===== src/rtl/cache_refill_ctrl_if.sv =====
`default_nettype none
// ============================================================================
//  Module      : cache_refill_ctrl_if
//  Description : Bundles the cache-side miss/fill handshake and the
//                word-wide memory port of the refill controller.
//                master = refill controller, slave = cache + memory side.
//  Revision    : 1.0 - initial release
// ============================================================================
interface cache_refill_ctrl_if #(
    parameter int TAG_W = 26
);
    localparam int c_ADDR_W = TAG_W + 6;

    // cache -> controller miss request
    logic                miss_req;
    logic [TAG_W-1:0]    miss_tag;
    logic [1:0]          miss_index;
    logic                victim_dirty;
    logic [TAG_W-1:0]    victim_tag;
    logic [127:0]        victim_data;
    logic                miss_ack;
    logic                busy;

    // controller -> cache refill
    logic                fill_valid;
    logic [127:0]        fill_data;
    logic [TAG_W-1:0]    fill_tag;
    logic [1:0]          fill_index;
    logic                fill_ack;

    // controller <-> memory
    logic                mem_req;
    logic                mem_we;
    logic [c_ADDR_W-1:0] mem_addr;
    logic [31:0]         mem_wdata;
    logic [31:0]         mem_rdata;
    logic                mem_ack;

    modport master (
        input  miss_req, miss_tag, miss_index, victim_dirty, victim_tag,
               victim_data, fill_ack, mem_rdata, mem_ack,
        output miss_ack, busy, fill_valid, fill_data, fill_tag, fill_index,
               mem_req, mem_we, mem_addr, mem_wdata
    );

    modport slave (
        output miss_req, miss_tag, miss_index, victim_dirty, victim_tag,
               victim_data, fill_ack, mem_rdata, mem_ack,
        input  miss_ack, busy, fill_valid, fill_data, fill_tag, fill_index,
               mem_req, mem_we, mem_addr, mem_wdata
    );
endinterface
`default_nettype wire


===== src/rtl/cache_refill_ctrl.sv =====
`default_nettype none
// ============================================================================
//  Module      : cache_refill_ctrl
//  Description : Cache miss handler. Writes back a dirty victim line as four
//                32-bit beats, fetches the missing line as four beats and
//                presents the assembled 128-bit line to the cache.
//  Revision    : 1.0 - initial release
// ============================================================================
module cache_refill_ctrl #(
    parameter int TAG_W = 26,
    parameter int BEATS = 4
) (
    input  logic                clk,
    input  logic                reset,
    cache_refill_ctrl_if.master bus
);
    localparam int c_LINE_W = BEATS * 32;
    localparam int c_ADDR_W = TAG_W + 6;

    typedef enum logic [1:0] {
        IDLE      = 2'd0,
        WRITEBACK = 2'd1,
        FETCH     = 2'd2,
        FILL      = 2'd3
    } state_t;

    state_t                r_state,        w_state_nxt;
    logic [1:0]            r_beat,         w_beat_nxt;
    logic [TAG_W-1:0]      r_miss_tag,     w_miss_tag_nxt;
    logic [1:0]            r_miss_index,   w_miss_index_nxt;
    logic [TAG_W-1:0]      r_victim_tag,   w_victim_tag_nxt;
    logic [c_LINE_W-1:0]   r_victim_data,  w_victim_data_nxt;
    logic [c_LINE_W-1:0]   r_line,         w_line_nxt;
    logic                  r_miss_ack,     w_miss_ack_nxt;
    logic                  r_mem_req,      w_mem_req_nxt;
    logic                  r_mem_we,       w_mem_we_nxt;
    logic [c_ADDR_W-1:0]   r_mem_addr,     w_mem_addr_nxt;
    logic [31:0]           r_mem_wdata,    w_mem_wdata_nxt;
    logic                  r_fill_valid,   w_fill_valid_nxt;
    logic                  w_beat_done;

    // A beat only completes while we are actually requesting; stray acks are dropped
    assign w_beat_done = r_mem_req & bus.mem_ack;

    // Next-state, capture and line assembly; outputs are precomputed from the next state
    always_comb begin
        w_state_nxt       = r_state;
        w_beat_nxt        = r_beat;
        w_miss_tag_nxt    = r_miss_tag;
        w_miss_index_nxt  = r_miss_index;
        w_victim_tag_nxt  = r_victim_tag;
        w_victim_data_nxt = r_victim_data;
        w_line_nxt        = r_line;
        w_miss_ack_nxt    = 1'b0;
        w_mem_req_nxt     = 1'b0;
        w_mem_we_nxt      = 1'b0;
        w_mem_addr_nxt    = '0;
        w_mem_wdata_nxt   = '0;
        w_fill_valid_nxt  = 1'b0;

        unique case (r_state)
            IDLE: begin
                if (bus.miss_req) begin
                    w_miss_ack_nxt    = 1'b1;
                    w_miss_tag_nxt    = bus.miss_tag;
                    w_miss_index_nxt  = bus.miss_index;
                    w_victim_tag_nxt  = bus.victim_tag;
                    w_victim_data_nxt = bus.victim_data;
                    w_beat_nxt        = 2'd0;
                    w_state_nxt       = bus.victim_dirty ? WRITEBACK : FETCH;
                end
            end
            WRITEBACK: begin
                if (w_beat_done) begin
                    w_beat_nxt = r_beat + 2'd1;
                    if (r_beat == 2'd3) begin
                        w_state_nxt = FETCH;
                    end
                end
            end
            FETCH: begin
                if (w_beat_done) begin
                    w_line_nxt[{r_beat, 5'd0} +: 32] = bus.mem_rdata;
                    w_beat_nxt = r_beat + 2'd1;
                    if (r_beat == 2'd3) begin
                        w_state_nxt = FILL;
                    end
                end
            end
            FILL: begin
                if (bus.fill_ack) begin
                    w_state_nxt = IDLE;
                end
            end
            default: w_state_nxt = IDLE;
        endcase

        // Memory beat for the upcoming cycle; address/data move only after an ack edge
        if (w_state_nxt == WRITEBACK) begin
            w_mem_req_nxt   = 1'b1;
            w_mem_we_nxt    = 1'b1;
            w_mem_addr_nxt  = {w_victim_tag_nxt, w_miss_index_nxt, w_beat_nxt, 2'b00};
            w_mem_wdata_nxt = w_victim_data_nxt[{w_beat_nxt, 5'd0} +: 32];
        end else if (w_state_nxt == FETCH) begin
            w_mem_req_nxt   = 1'b1;
            w_mem_addr_nxt  = {w_miss_tag_nxt, w_miss_index_nxt, w_beat_nxt, 2'b00};
        end
        w_fill_valid_nxt = (w_state_nxt == FILL);
    end

    // State, captured request and registered outputs; active-low synchronous clear
    always_ff @(posedge clk) begin
        if (!reset) begin
            r_state       <= IDLE;
            r_beat        <= 2'd0;
            r_miss_tag    <= '0;
            r_miss_index  <= '0;
            r_victim_tag  <= '0;
            r_victim_data <= '0;
            r_line        <= '0;
            r_miss_ack    <= 1'b0;
            r_mem_req     <= 1'b0;
            r_mem_we      <= 1'b0;
            r_mem_addr    <= '0;
            r_mem_wdata   <= '0;
            r_fill_valid  <= 1'b0;
        end else begin
            r_state       <= w_state_nxt;
            r_beat        <= w_beat_nxt;
            r_miss_tag    <= w_miss_tag_nxt;
            r_miss_index  <= w_miss_index_nxt;
            r_victim_tag  <= w_victim_tag_nxt;
            r_victim_data <= w_victim_data_nxt;
            r_line        <= w_line_nxt;
            r_miss_ack    <= w_miss_ack_nxt;
            r_mem_req     <= w_mem_req_nxt;
            r_mem_we      <= w_mem_we_nxt;
            r_mem_addr    <= w_mem_addr_nxt;
            r_mem_wdata   <= w_mem_wdata_nxt;
            r_fill_valid  <= w_fill_valid_nxt;
        end
    end

    assign bus.miss_ack   = r_miss_ack;
    assign bus.busy       = (r_state != IDLE);
    assign bus.fill_valid = r_fill_valid;
    assign bus.fill_data  = r_line;
    assign bus.fill_tag   = r_miss_tag;
    assign bus.fill_index = r_miss_index;
    assign bus.mem_req    = r_mem_req;
    assign bus.mem_we     = r_mem_we;
    assign bus.mem_addr   = r_mem_addr;
    assign bus.mem_wdata  = r_mem_wdata;
endmodule
`default_nettype wire


===== src/flat_wrapper.sv =====
// flat-port wrapper written by rule: the top's interface ports become plain ports
module cache_refill_ctrl_flat 
#(
    parameter int TAG_W = 26,
    parameter int BEATS = 4
)
  (clk, reset, bus_miss_req, bus_miss_tag, bus_miss_index, bus_victim_dirty, bus_victim_tag, bus_victim_data, bus_fill_ack, bus_mem_rdata, bus_mem_ack, bus_miss_ack, bus_busy, bus_fill_valid, bus_fill_data, bus_fill_tag, bus_fill_index, bus_mem_req, bus_mem_we, bus_mem_addr, bus_mem_wdata);
  cache_refill_ctrl_if #(.TAG_W(TAG_W)) bus_i ();
  input  logic clk;
  input  logic reset;
  input wire logic [$bits(bus_i.miss_req)-1:0] bus_miss_req;
  input wire logic [$bits(bus_i.miss_tag)-1:0] bus_miss_tag;
  input wire logic [$bits(bus_i.miss_index)-1:0] bus_miss_index;
  input wire logic [$bits(bus_i.victim_dirty)-1:0] bus_victim_dirty;
  input wire logic [$bits(bus_i.victim_tag)-1:0] bus_victim_tag;
  input wire logic [$bits(bus_i.victim_data)-1:0] bus_victim_data;
  input wire logic [$bits(bus_i.fill_ack)-1:0] bus_fill_ack;
  input wire logic [$bits(bus_i.mem_rdata)-1:0] bus_mem_rdata;
  input wire logic [$bits(bus_i.mem_ack)-1:0] bus_mem_ack;
  output wire logic [$bits(bus_i.miss_ack)-1:0] bus_miss_ack;
  output wire logic [$bits(bus_i.busy)-1:0] bus_busy;
  output wire logic [$bits(bus_i.fill_valid)-1:0] bus_fill_valid;
  output wire logic [$bits(bus_i.fill_data)-1:0] bus_fill_data;
  output wire logic [$bits(bus_i.fill_tag)-1:0] bus_fill_tag;
  output wire logic [$bits(bus_i.fill_index)-1:0] bus_fill_index;
  output wire logic [$bits(bus_i.mem_req)-1:0] bus_mem_req;
  output wire logic [$bits(bus_i.mem_we)-1:0] bus_mem_we;
  output wire logic [$bits(bus_i.mem_addr)-1:0] bus_mem_addr;
  output wire logic [$bits(bus_i.mem_wdata)-1:0] bus_mem_wdata;
  assign bus_i.miss_req = bus_miss_req;
  assign bus_i.miss_tag = bus_miss_tag;
  assign bus_i.miss_index = bus_miss_index;
  assign bus_i.victim_dirty = bus_victim_dirty;
  assign bus_i.victim_tag = bus_victim_tag;
  assign bus_i.victim_data = bus_victim_data;
  assign bus_i.fill_ack = bus_fill_ack;
  assign bus_i.mem_rdata = bus_mem_rdata;
  assign bus_i.mem_ack = bus_mem_ack;
  assign bus_miss_ack = bus_i.miss_ack;
  assign bus_busy = bus_i.busy;
  assign bus_fill_valid = bus_i.fill_valid;
  assign bus_fill_data = bus_i.fill_data;
  assign bus_fill_tag = bus_i.fill_tag;
  assign bus_fill_index = bus_i.fill_index;
  assign bus_mem_req = bus_i.mem_req;
  assign bus_mem_we = bus_i.mem_we;
  assign bus_mem_addr = bus_i.mem_addr;
  assign bus_mem_wdata = bus_i.mem_wdata;
  cache_refill_ctrl #(.TAG_W(TAG_W), .BEATS(BEATS)) u_core (.clk(clk), .reset(reset), .bus(bus_i));
endmodule

===== config.mk =====
export PLATFORM = sky130hd
export DESIGN_NAME = cache_refill_ctrl_flat
export DESIGN_NICKNAME = d
export VERILOG_FILES = /design/src/rtl/cache_refill_ctrl_if.sv /design/src/rtl/cache_refill_ctrl.sv /design/src/flat_wrapper.sv
export SDC_FILE = /design/constraint.sdc
export NUM_CORES = 1
export LEC_CHECK = 0
export ABC_AREA = 1
export BUFFER_PORTS_ARGS = -buffer_cell sky130_fd_sc_hd__clkbuf_2
export CAP_MARGIN = 20
export CORE_ASPECT_RATIO = 1.2
export CORE_MARGIN = 2
export CORE_UTILIZATION = 30
export DETAILED_ROUTE_END_ITERATION = 8
export GPL_ROUTABILITY_DRIVEN = 0
export SYNTH_ARGS = -nofsm -noshare
export SYNTH_HDL_FRONTEND = slang
export SYNTH_SLANG_ARGS = --single-unit

===== constraint.sdc =====
create_clock -name clk -period 3.4 [get_ports clk]
set_input_delay 0 -clock clk [delete_from_list [all_inputs] [get_ports clk]]
set_output_delay 0 -clock clk [all_outputs]
set_load 0.02 [all_outputs]

; ---- After elaboration in Yosys (flattened, before gate mapping)
; Index checks and enable logic that the tools add are counted.
[word_totals]
regBits = 382
inputBits = 220
wordCells = 61
output_inout_bits = 225
[classes]
mux = 26
n_reduce_logical = 7
eq_ne = 7
bitwise_logic = 2
shift = 3
add_sub_neg = 2
[ops]
columns = operator, n
row1 = $mux W128, 2
row2 = $bwmux W128, 1
row3 = $shift A32 B9 Y128 const A, 1
row4 = $shiftx A128 B8 Y32, 1
row5 = $shiftx A32 B9 Y128, 1
row6 = $mux W26, 4
row7 = $mux W32, 2
row8 = $mux W2, 11
row9 = $eq A2 B2 Y1 const B, 5
row10 = $neg A7 Y9, 1
row11 = $pmux W2 S4, 1
row12 = $reduce_and A2 Y1, 3
row13 = $eq A2 B1 Y1 const B, 2
row14 = $mux W1, 4
row15 = $pmux W2 S2, 1
row16 = $reduce_or A2 Y1, 2
row17 = $add A2 B1 Y2 const B, 1
row18 = $logic_not A2 Y1, 1
row19 = $reduce_bool A2 Y1, 1
row20 = $and A1 B1 Y1, 1
row21 = $not A1 Y1, 1

; ---- Depth between registers and ports, before layout
; Gate-level depths: netlist of run 1.
[depth]
word_depth = 7
mapped_depth = 14
mapped_depth_nobuf = 13

; ---- Least setup slack after synthesis of run 1
; No wires, ideal clock.
[synth_timing]
kind = reg-to-reg
from = register u_core.r_state[0]
to = register u_core.r_mem_addr[31] (netlist: u_core.bus.mem_addr[31])
path_stages_with_launch = 14
path_buffers = 2
path_slack_ps = 1012
period_less_slack_ps = 2388
required_ps = 3340
setup_time_ps = 60
arrival_ps = 2329
path_cell_list = dfxtp_1 inv_1 ha_1 nand2_1 clkbuf_1 nor2_1 a31oi_1 nand2_1 inv_2 ha_1 inv_1 nor2_1 clkbuf_1 a22o_1
[synth_between]
elab_chain_cells = 6
word_cells_on_any_way = 17
cone_classes = 5 x eq/ne / 11 x mux / 1 x reduce/logical
[synth_rtl]
columns = item, line
row1 = start: declaration, cache_refill_ctrl.sv:27  ; state_t r_state, w_state_nxt;
row2 = start signal: assignment, cache_refill_ctrl.sv:128  ; r_state <= w_state_nxt;
row3 = $mux W2 (on tied branches), "cache_refill_ctrl.sv:85, cache_refill_ctrl.sv:76"
row4 = $mux W2 (on tied branches), "cache_refill_ctrl.sv:82, cache_refill_ctrl.sv:74"
row5 = $pmux W2 S4 (*), cache_refill_ctrl.sv:61  ; unique case (r_state)
row6 = net u_core.w_state_nxt[0], cache_refill_ctrl.sv:27
row7 = $eq A2 B2 Y1, cache_refill_ctrl.sv:104  ; end else if (w_state_nxt == FETCH) begin
row8 = $mux W32, cache_refill_ctrl.sv:104
row9 = $mux W32 (*), cache_refill_ctrl.sv:99  ; if (w_state_nxt == WRITEBACK) begin
row10 = end signal: assignment, cache_refill_ctrl.sv:138  ; r_mem_addr <= w_mem_addr_nxt;
row11 = end: declaration, cache_refill_ctrl.sv:37  ; logic [c_ADDR_W-1:0] r_mem_addr, w_mem_addr_nxt;
; The timed path passes the listed nets; every way through them passes the cells marked *.
; A chain may end at the register's enable or synchronous reset.

; ---- Worst setup path in the final report of run 1
[layout_timing]
from = register u_core.r_state[0]
to = register u_core.r_mem_wdata[19] (netlist: u_core.bus.mem_wdata[19])
[layout_between]
elab_chain_cells = 5
word_cells_on_any_way = 17
cone_classes = 4 x eq/ne / 1 x shift / 9 x mux / 3 x reduce/logical
[layout_rtl]
columns = item, line
row1 = "parallel branches: the longest is 5 deep, another holds $shiftx A128 B8 Y32", n/a
row2 = end signal: assignment, cache_refill_ctrl.sv:139  ; r_mem_wdata <= w_mem_wdata_nxt;
row3 = end: declaration, cache_refill_ctrl.sv:38  ; logic [31:0] r_mem_wdata, w_mem_wdata_nxt;
; Parallel ways; which one is timed is not known.

==> impl_metrics.toml, run 1 <==
[cells_and_area]
finalNetCount = 2740
synthToLayoutAreaGrowth_pct = 40.20
drive_gt1_frac = 0.2301
post-route-cell-area_um2 = 21040

[synth]
synth_cell_types = 34
async_flop_share = 0
avgSynthCellArea_um2 = 7.746
synth_ff_type = "dfxtp_1"
synthCells = 1937
ys_ff_latch = 380
yosysSeqAreaShare = 0.5070
syn-cell-area_um2 = 15000
synth_warnings = 0
synth-edff-count = 0

[sta]
worst_pin_slew_ns = 1.382
rsz0062_at_grt = "false"
timing_hold_violations_final = 0
period_share = 0.8724
finalSetupViolations = 0
slew_headroom = 0.07883
max_freq_mhz = 337.1
min_period_ns = 2.966
slew_violations = 0
tns_ns = 0
fin_skew_ns = 0.02017

[cts]
cts_tree = "yes"
cts_buffer_depth = 3
clock_latency_ns = 0.57
clk_pin_slew_ns = 0.06
cts_made_buffers = 42
cts-root-buf = "clkbuf_16"
cts_sinks = 380
h-tree-depth = 2

[pwr]
p_leak_nw = 9.532
peakVddDrop_v = 0.0004163
power.density_nw_per_um2 = 561.7

[critical_path]
crit_family = "simple AND/OR/NAND/NOR gates"
cp_data_arrival_time_ns = 3.46
cp-end-kind = "flip-flop"
crit_slowest_cell = "buf_12"
cp_num_buf_inv = 2
critPathMaxFanout = 262
rrSetupSlack_ns = 0.43
worstSetupStartpointType = "flip-flop"
cpPeakStageDelay_ns = 0.47
cp.required_ns = 3.89
crit_type = "flip-flop to flip-flop"
path_cells = "inv_1 > ha_1 > nand2_4 > buf_12 > or2_2 > o21ai_0 > nand2_1 > nand3_1 > a21oi_1"

[drt]
wirelength_um = 55500
dr.pass1.iters = 5
vias_per_cell = 4.875
wl_per_cell_um = 17.45
vias = 15510
drc = 0
ant_nets = 0
initialDrtViolationCount = 1146

[floorplan]
ios = 445
start_util = 0.3042
die_w_um = 208.2
fp.dieH_um = 249.0
rows = 89
coreArea_um2 = 49330
dieArea_um2 = 51830

[global_route]
grt_antenna_before_repair = 10
grt_usage = 0.2049
grt_max_degree = 263
grt-ovfl-total = 0
grt_pass1_vias = 15070
grt_pass1_wl_um = 84590

[place]
postPlaceCellArea_um2 = 17460
dp_hpwl_um = 36140
port_buffers = 442

[run_status]
status = "finished clean"

[job]
maxCapViolCount = 0

[worst_hold_path]
holdCritPathClass = "input pin to flip-flop"
[Yosys cell counts (2+ instances only)]
cell      instances  share of area
nor3_1           74          0.025
buf_1             5         0.0013
o21ai_0         143          0.048
clkinv_1          3        0.00075
nor4_1            2        0.00083
or2_2            32          0.013
a21oi_1         139          0.046
nor3_2            7         0.0047
nor2_1          300          0.075
ha_1             13          0.011
o21ai_1          37          0.012
o211a_1           3         0.0020
a22o_1           26          0.015
nand3_1         212          0.071
nand2_2           2        0.00083
a41oi_1           9         0.0053
buf_2            42          0.014
inv_2             3        0.00075
dfxtp_1         380           0.51
buf_4             9         0.0045
inv_1           126          0.032
nand4_1          24          0.010
nand2_1         226          0.057
buf_6            17          0.013
a211oi_1         13         0.0065
clkbuf_1         82          0.021
[repair_timing]
item	4_1_cts	5_1_grt
endpoints found under the hold margin	372	0
endpoints found under the setup margin	0	0
hold buffers	217	0
buffers inserted	0	0
gates resized for setup	0	0
[kinds of logic (layout without fill, tap and decap cells)]
group,Yosys count,in the layout,share of synthesized area
simple gates,880,880,0.2571
flops,380,380,0.5070
compound gates,373,373,0.1368
buf+inv,290,886,0.08797
fa+ha+maj,13,13,0.01084
other cells,1,12,0.0002499
[sequential cells by signal (all words and copies together), names as in the netlist]
signal	cells
u_core.bus.fill_data	128
u_core.bus.fill_index	2
u_core.bus.fill_tag	26
u_core.bus.fill_valid	1
u_core.bus.mem_addr	30
u_core.bus.mem_req	1
u_core.bus.mem_wdata	32
u_core.bus.mem_we	1
u_core.bus.miss_ack	1
u_core.r_beat	2
u_core.r_state	2
u_core.r_victim_data	128
u_core.r_victim_tag	26
[layout make-up]
cell class	instances	area, um^2
Sequential cell	380	7609
Clock inverter	11	158.9
Inverter	133	511.7
Clock buffer	60	1219
Fill cell	4895	28290
Multi-Input combinational cell	1268	6122
Tap cell	637	797.0
Timing Repair Buffer	682	4594
Antenna cell	10	25.02
[where the power goes]
part           leakage (nW)  internal [W]  switching, W
logic                  5.75      0.000826       0.00142
registers              3.11       0.00481      0.000127
clock network         0.674       0.00272       0.00191
total                  9.53       0.00836       0.00346
[worst reg2reg max path: cells and delay by family, from the launching register on]
kind                     cells  cell delay [ns]
AND/OR/NAND/NOR              4             1.32
buffers and inverters        2             0.57
flip-flops                   1             0.42
AO/OA/AOI/OAI                2             0.30
adder cells (fa/ha/maj)      1             0.29
[through the flow]
stage / hold slack, ns / util / setup slack [ns] / cells / total power (W)
2_1_floorplan: 0.1600 / - / 1.012 / 1938 / 0.006406
3_3_place_gp: 0.2557 / 0.3540 / 0.6958 / 2883 / 0.007017
3_5_place_dp: 0.2669 / 0.3540 / 0.6550 / 2883 / 0.007058
4_1_cts: 0.04239 / 0.4259 / 0.6127 / 3171 / 0.01190
5_1_grt: 0.1043 / 0.4264 / 0.3060 / 3181 / 0.01235
6_report: 0.05684 / 0.4264 / 0.4338 / 3181 / 0.01182
[cell usage in the layout, fill, tap and decap left out, types with 74 or more instances in the layout]
cell type / Yosys / final
inv_1: 126 / 125
nor3_1: 74 / 74
nand3_1: 212 / 210
clkbuf_2: 1 / 442
o21ai_0: 143 / 143
nor2_1: 300 / 299
dfxtp_1: 380 / 379
nand2_1: 226 / 224
dlygate4sd3_1: 0 / 217
a21oi_1: 139 / 139
[routing by layer]
| metal | vias up | wire, um | GRT usage |
|---|---|---|---|
| met5 | - | 0 | 0 |
| met4 | 0 | 2280 | 0.09394 |
| met3 | 139 | 3883 | 0.04715 |
| met2 | 604 | 27260 | 0.3528 |
| met1 | 7205 | 22080 | 0.2417 |
| li1 | 7559 | - | - |
[path summary, 6_finish.rpt]
| check | start | to | cells past startpoint |
|---|---|---|---|
| setup / recovery | u_core.r_state[0] | u_core.bus.mem_wdata[19] | 9 |
| hold / removal | reset | u_core.bus.mem_req | 3 |
| setup reg to reg | u_core.r_state[0] | u_core.bus.mem_wdata[19] | 9 |
| hold reg to reg | u_core.bus.fill_data[17] | u_core.bus.fill_data[17] | 2 |
No activity file was read; power rests on OpenSTA's default activity.
==> inputs of run 2 (changes only) <==
--- a/config.mk
+++ b/config.mk
@@ -5,7 +5,7 @@
 export SDC_FILE = /design/constraint.sdc
 export NUM_CORES = 1
 export LEC_CHECK = 0
-export ABC_AREA = 1
+export ABC_AREA = 0
 export BUFFER_PORTS_ARGS = -buffer_cell sky130_fd_sc_hd__clkbuf_2
 export CAP_MARGIN = 20
 export CORE_ASPECT_RATIO = 1.2
==> run 2 against run 1 <==
Compared with the run above:
- sequential cell count is the same
- combinational power grew 74%
- clock-buffer cell count shrank 4
- sequential share of layout area grew 0.60 points
- critical path type unchanged
- largest cell class unchanged
==> impl_metrics.toml, run 2 <==
[synth]
synth.most_common_cell = "dfxtp_1"
synth_ff_type = "dfxtp_1"
async_flop_share = 0
synth_cell_types = 36
yosysSeqAreaShare = 0.5218
synthCells = 1653
avgSynthCellArea_um2 = 8.819
ys_top_cells_by_area = "dfxtp_1, a21oi_1, mux2i_1"
synth_top_cell_by_area = "dfxtp_1"
synthTopCellsByCount = "dfxtp_1, nand2_1, a21oi_1"
ys_ff_latch = 380
synth-edff-count = 0
synth_top_area_frac = 0.5218
syn-cell-area_um2 = 14580
synth_warnings = 0

[floorplan]
ios = 445
fp.dieH_um = 245.5
die_w_um = 205.2
coreArea_um2 = 48010
rows = 88
dieArea_um2 = 50380
start_util = 0.3037

[global_route]
met2_usage = 0.3571
grt_usage = 0.2010
grt_max_degree = 157
met1_usage = 0.2323
grt-ovfl-total = 0
grt_pass1_wl_um = 79160
busiest_layer = "met2"
grt_antenna_before_repair = 4
use_met3 = 0.03962
grt_pass1_vias = 14280

[sta]
period_share = 0.8319
worst_pin_slew_ns = 0.9827
fin_skew_ns = 0.02515
timing.final.ws_setup_ns = 0.5714
slew_violations = 0
min_period_ns = 2.829
max_freq_mhz = 353.5
tns_ns = 0
timing_hold_violations_final = 0
finalSetupViolations = 0
slew_headroom = 0.3448
rsz0062_at_grt = "false"

[cts]
clk_pin_slew_ns = 0.06
cts_buffer_depth = 3
cts_tree = "yes"
h-tree-depth = 2
cts_made_buffers = 41
clock_latency_ns = 0.56
cts_sinks = 380
cts-root-buf = "clkbuf_16"
cts_resized = 0

[drt]
dr.pass1.iters = 6
vias_per_cell = 4.911
initialDrtViolationCount = 866
wl_per_cell_um = 18.24
vias = 14270
drc = 0
ant_nets = 0
wirelength_um = 53000

[cells_and_area]
finalNetCount = 2477
post-route-cell-area_um2 = 20690
drive_gt1_frac = 0.2540
multiInputGateArea_um2 = 6228
layout_commonest_cell = "clkbuf_2"
nFillCells = 4698
final_cell_mix = "clkbuf_2, dfxtp_1, nand2_1"
seqCellArea_um2 = 7607
synthToLayoutAreaGrowth_pct = 41.93

[pwr]
finalPower_w = 0.01371
p_leak_nw = 8.783
peakVddDrop_v = 0.0005796
power.density_nw_per_um2 = 662.8

[place]
port_buffers = 442
dp_hpwl_um = 34390
postPlaceCellArea_um2 = 17160
place_ws_ns = 0.5786

[critical_path]
worstSetupStartpointType = "flip-flop"
cp_data_arrival_time_ns = 3.25
crit_type = "flip-flop to flip-flop"
cp.required_ns = 3.82
critPathMaxFanout = 32
cp-end-kind = "flip-flop"

[run_status]
status = "finished clean"

[worst_hold_path]
holdCritPathClass = "input pin to flip-flop"

[job]
maxCapViolCount = 0
-- run 2: changes by cell type in the layout (fill, tap and decap cells not counted), sizes merged, moves of 21 or more --
| cell | before | now |
|---|---|---|
| o221ai | 0 | 32 |
| a22o | 26 | 0 |
| nand2 | 228 | 311 |
| mux2 | 0 | 32 |
| nand3 | 212 | 128 |
| nor2 | 301 | 133 |
| nor3 | 81 | 4 |
| nand4 | 24 | 3 |
| a21oi | 139 | 254 |
| or2 | 32 | 1 |
| o31ai | 0 | 27 |
| mux2i | 0 | 124 |
| inv | 131 | 14 |
| o21ai | 181 | 34 |
-- run 2: final timing paths --
path / endpoint / depth (start not counted) / slack (ns) / start
setup / recovery: u_core.bus.mem_wdata[14] / 10 / 0.57 / u_core.r_beat[0]
hold / removal: u_core.r_state[0] / 5 / 0.10 / bus_mem_ack
hold reg to reg: u_core.bus.fill_data[33] / 2 / 0.45 / u_core.bus.fill_data[33]
setup reg to reg: u_core.bus.mem_wdata[14] / 10 / 0.57 / u_core.r_beat[0]
-- run 2: where the power goes --
group / internal, W / switching (W) / total (W)
clock: 0.00265 / 0.00184 / 0.00449
sequential: 0.00508 / 0.000238 / 0.00532
combinational: 0.00141 / 0.00250 / 0.00391
total: 0.00914 / 0.00457 / 0.0137
-- run 2: logic make-up (layout without fill, tap and decap cells) --
group / after synthesis / after routing / share of synthesized area
AO/OA/AOI/OAI: 352 / 352 / 0.1350
adder cells (fa/ha/maj): 13 / 13 / 0.01116
buffers and inverters: 154 / 772 / 0.05270
flip-flops: 380 / 380 / 0.5218
multiplexers: 156 / 156 / 0.1099
other: 1 / 6 / 0.0002572
AND/OR/NAND/NOR: 597 / 597 / 0.1692
-- run 2: worst max-delay path, stage by stage, from the launching register on --
cell and delay (ns):
dfxtp_1 0.54, ha_1 0.21, nand3_1 0.11, nand2_1 0.09, a21oi_1 0.07, o31ai_1 0.40, inv_1 0.12, ha_1 0.23
and2_1 0.16, nand3_2 0.56, o21ai_1 0.17
-- run 2: metal layers --
layer / routed length [um] / share of wire / vias up
li1: - / - / 6814
met1: 21400 / 0.40 / 6794
met2: 26270 / 0.50 / 552
met3: 3438 / 0.065 / 110
met4: 1888 / 0.036 / 0
met5: 0 / 0 / -
-- run 2: through the flow --
stage	cells	hold slack [ns]	utilization
floorplan	1654	0.1217	-
global placement	2613	0.2482	0.3575
detailed placement	2613	0.2574	0.3575
CTS	2902	0.06396	0.4308
global route	2904	0.1787	0.4309
finish	2906	0.1044	0.4310
-- run 2: what timing repair did --
item / 4_1_cts / 5_1_grt
hold endpoints to repair: 375 / 0
buffers inserted: 0 / 0
hold buffers: 218 / 0
-- run 2: area by class of cell --
| class | count | share of cell area |
|---|---|---|
| clock buffers | 56 | 0.05473 |
| diodes | 4 | 0.0004838 |
| well taps | 630 | 0.03810 |
| repair buffers | 691 | 0.2261 |
| inverters | 10 | 0.002177 |
| clock inverters | 15 | 0.009736 |
| flip-flops and latches | 380 | 0.3677 |
| multi-input cells | 1120 | 0.3010 |
==> inputs of run 3 (changes only) <==
--- a/config.mk
+++ b/config.mk
@@ -5,7 +5,7 @@
 export SDC_FILE = /design/constraint.sdc
 export NUM_CORES = 1
 export LEC_CHECK = 0
-export ABC_AREA = 0
+export ABC_AREA = 1
 export BUFFER_PORTS_ARGS = -buffer_cell sky130_fd_sc_hd__clkbuf_2
 export CAP_MARGIN = 20
 export CORE_ASPECT_RATIO = 1.2
==> constraint.sdc (replaced) <==
create_clock -name clk -period 2.6 [get_ports clk]
set_input_delay 0 -clock clk [delete_from_list [all_inputs] [get_ports clk]]
set_output_delay 0 -clock clk [all_outputs]
set_load 0.02 [all_outputs]
==> run 3 against run 2 <==
Compared with the run above:
- cell count up 10%
- hold slack worse by 0.045 ns
- maximum frequency up 20%
- sequential cell count unchanged
- non-clock buffer count up 14
- critical path type unchanged
==> impl_metrics.toml, run 3 (synthesized netlist as in run 1, its figures left out) <==
[global_route]
grt_max_degree = 102
grt_pass1_vias = 15280
grt-ovfl-total = 0
grt_antenna_before_repair = 1
grt_pass1_wl_um = 85960
grt_usage = 0.2069

[sta]
timing_hold_violations_final = 0
slew_violations = 0
max_freq_mhz = 424.6
rsz0062_at_grt = "false"
worst_pin_slew_ns = 0.7130
period_share = 0.9059
min_period_ns = 2.355
fin_skew_ns = 0.02373
finalSetupViolations = 0
slew_headroom = 0.5246
tns_ns = 0

[critical_path]
crit_family = "buffers and inverters"
reg2reg_from = "u_core.r_state[0]"
rrSetupSlack_ns = 0.24
path_cells = "ha_1 > inv_1 > o21bai_1 > nand3_1 > nand2_1 > nand2_1 > nand2_1 > ha_1 > buf_8 > nor2_2 > buf_12 > a22o_1"
cpMostUsedCell = "nand2_1"
critPathMaxFanout = 27
worstSetupStartpointType = "flip-flop"
cp-end-kind = "flip-flop"
crit_type = "flip-flop to flip-flop"
cp.required_ns = 3.04
cpPeakStageDelay_ns = 0.43
cp_num_buf_inv = 3
critPathLaunch = "u_core.r_state[0]"
crit_slowest_cell = "dfxtp_1"
cp_data_arrival_time_ns = 2.79

[cts]
cts-root-buf = "clkbuf_16"
cts_buffer_depth = 3
cts_tree = "yes"
clk_pin_slew_ns = 0.06
h-tree-depth = 2
clock_latency_ns = 0.57
cts_sinks = 380
cts_made_buffers = 41

[drt]
wl_per_cell_um = 17.47
wirelength_um = 55860
ant_nets = 0
vias_per_cell = 4.873
vias = 15580
initialDrtViolationCount = 1105
drc = 0
dr.pass1.iters = 5

[cells_and_area]
synthToLayoutAreaGrowth_pct = 42.28
final_util = 0.4327
final_cell_mix = "clkbuf_2, dfxtp_1, nor2_1"
drive_gt1_frac = 0.2392
finalNetCount = 2762
layout_commonest_cell = "clkbuf_2"

[worst_hold_path]
holdCritPathClass = "input pin to flip-flop"
min_from = "bus_fill_ack"

[pwr]
peakVddDrop_v = 0.0004723
power.density_nw_per_um2 = 730.7
p_leak_nw = 9.701

[floorplan]
start_util = 0.3042
ios = 445
die_w_um = 208.2
rows = 89
coreArea_um2 = 49330
dieArea_um2 = 51830
fp.dieH_um = 249.0

[job]
maxCapViolCount = 0

[place]
port_buffers = 442
dp_hpwl_um = 37480

[run_status]
status = "finished clean"
==> run 3: changes by cell type in the layout (fill, tap and decap cells not counted), moves of 71 or more <==
cell and change:
nor2_1 +166, o21ai_0 +141, mux2i_1 -124, inv_1 +116, a21oi_1 -115, nand2_1 -84, nand3_1 +83, nor3_1 +71
==> run 3: what timing repair did <==
action	in CTS	in global routing
resized for setup	0	2
endpoints found under the hold margin	373	0
endpoints found under the setup margin	0	26
hold buffers	217	0
setup buffers	0	0
==> run 3: final timing paths <==
check | endpoint | cells past startpoint
setup / recovery | u_core.bus.mem_addr[12] | 12
hold / removal | u_core.r_state[0] | 8
hold reg to reg | u_core.bus.fill_data[107] | 2
setup reg to reg | u_core.bus.mem_addr[12] | 12
==> run 3: final cells by class <==
cell class              instances  area [um^2]
inverters                     133        511.7
clock buffers                  53         1162
fillers                      4926        27980
clock inverters                20        244.0
repair buffers                705         4900
diodes                          1        2.502
multi-input cells            1268         6122
flip-flops and latches        380         7609
well taps                     637        797.0
==> run 3: routing by layer <==
metal / routed length [um] / vias to the layer above / share of wire / GRT usage
met2: 27450 / 643 / 0.49 / 0.3609
met3: 3836 / 127 / 0.069 / 0.04866
met4: 2201 / 0 / 0.039 / 0.08839
li1: - / 7567 / - / -
met5: 0 / - / 0 / 0
met1: 22360 / 7242 / 0.40 / 0.2420
==> run 3: stage by stage <==
step | instances | hold WS, ns | worst slack (ns) | instance area, um^2 | total power, W
after floorplan | 1938 | 0.1600 | 0.2118 | 15010 | 0.008377
after global placement | 2906 | 0.2629 | 0.1813 | 17760 | 0.009265
after detailed placement | 2906 | 0.2671 | 0.1562 | 17760 | 0.009319
after CTS | 3196 | 0.02678 | 0.1358 | 21340 | 0.01571
after global routing | 3197 | 0.07935 | 0.005121 | 21350 | 0.01632
final | 3197 | 0.05975 | 0.2447 | 21350 | 0.01560
==> run 3: power breakdown <==
part	internal, W	switching (W)
combinational	0.00114	0.00188
sequential	0.00629	0.000170
clock	0.00358	0.00254
total	0.0110	0.00459
==> run 3: worst reg2reg max path, cell delays in order (launching register included) <==
cell,delay (ns)
dfxtp_1,0.43
ha_1,0.20
inv_1,0.09
o21bai_1,0.19
nand3_1,0.11
nand2_1,0.07
nand2_1,0.05
nand2_1,0.12
ha_1,0.24
buf_8,0.24
nor2_2,0.09
buf_12,0.17
a22o_1,0.23
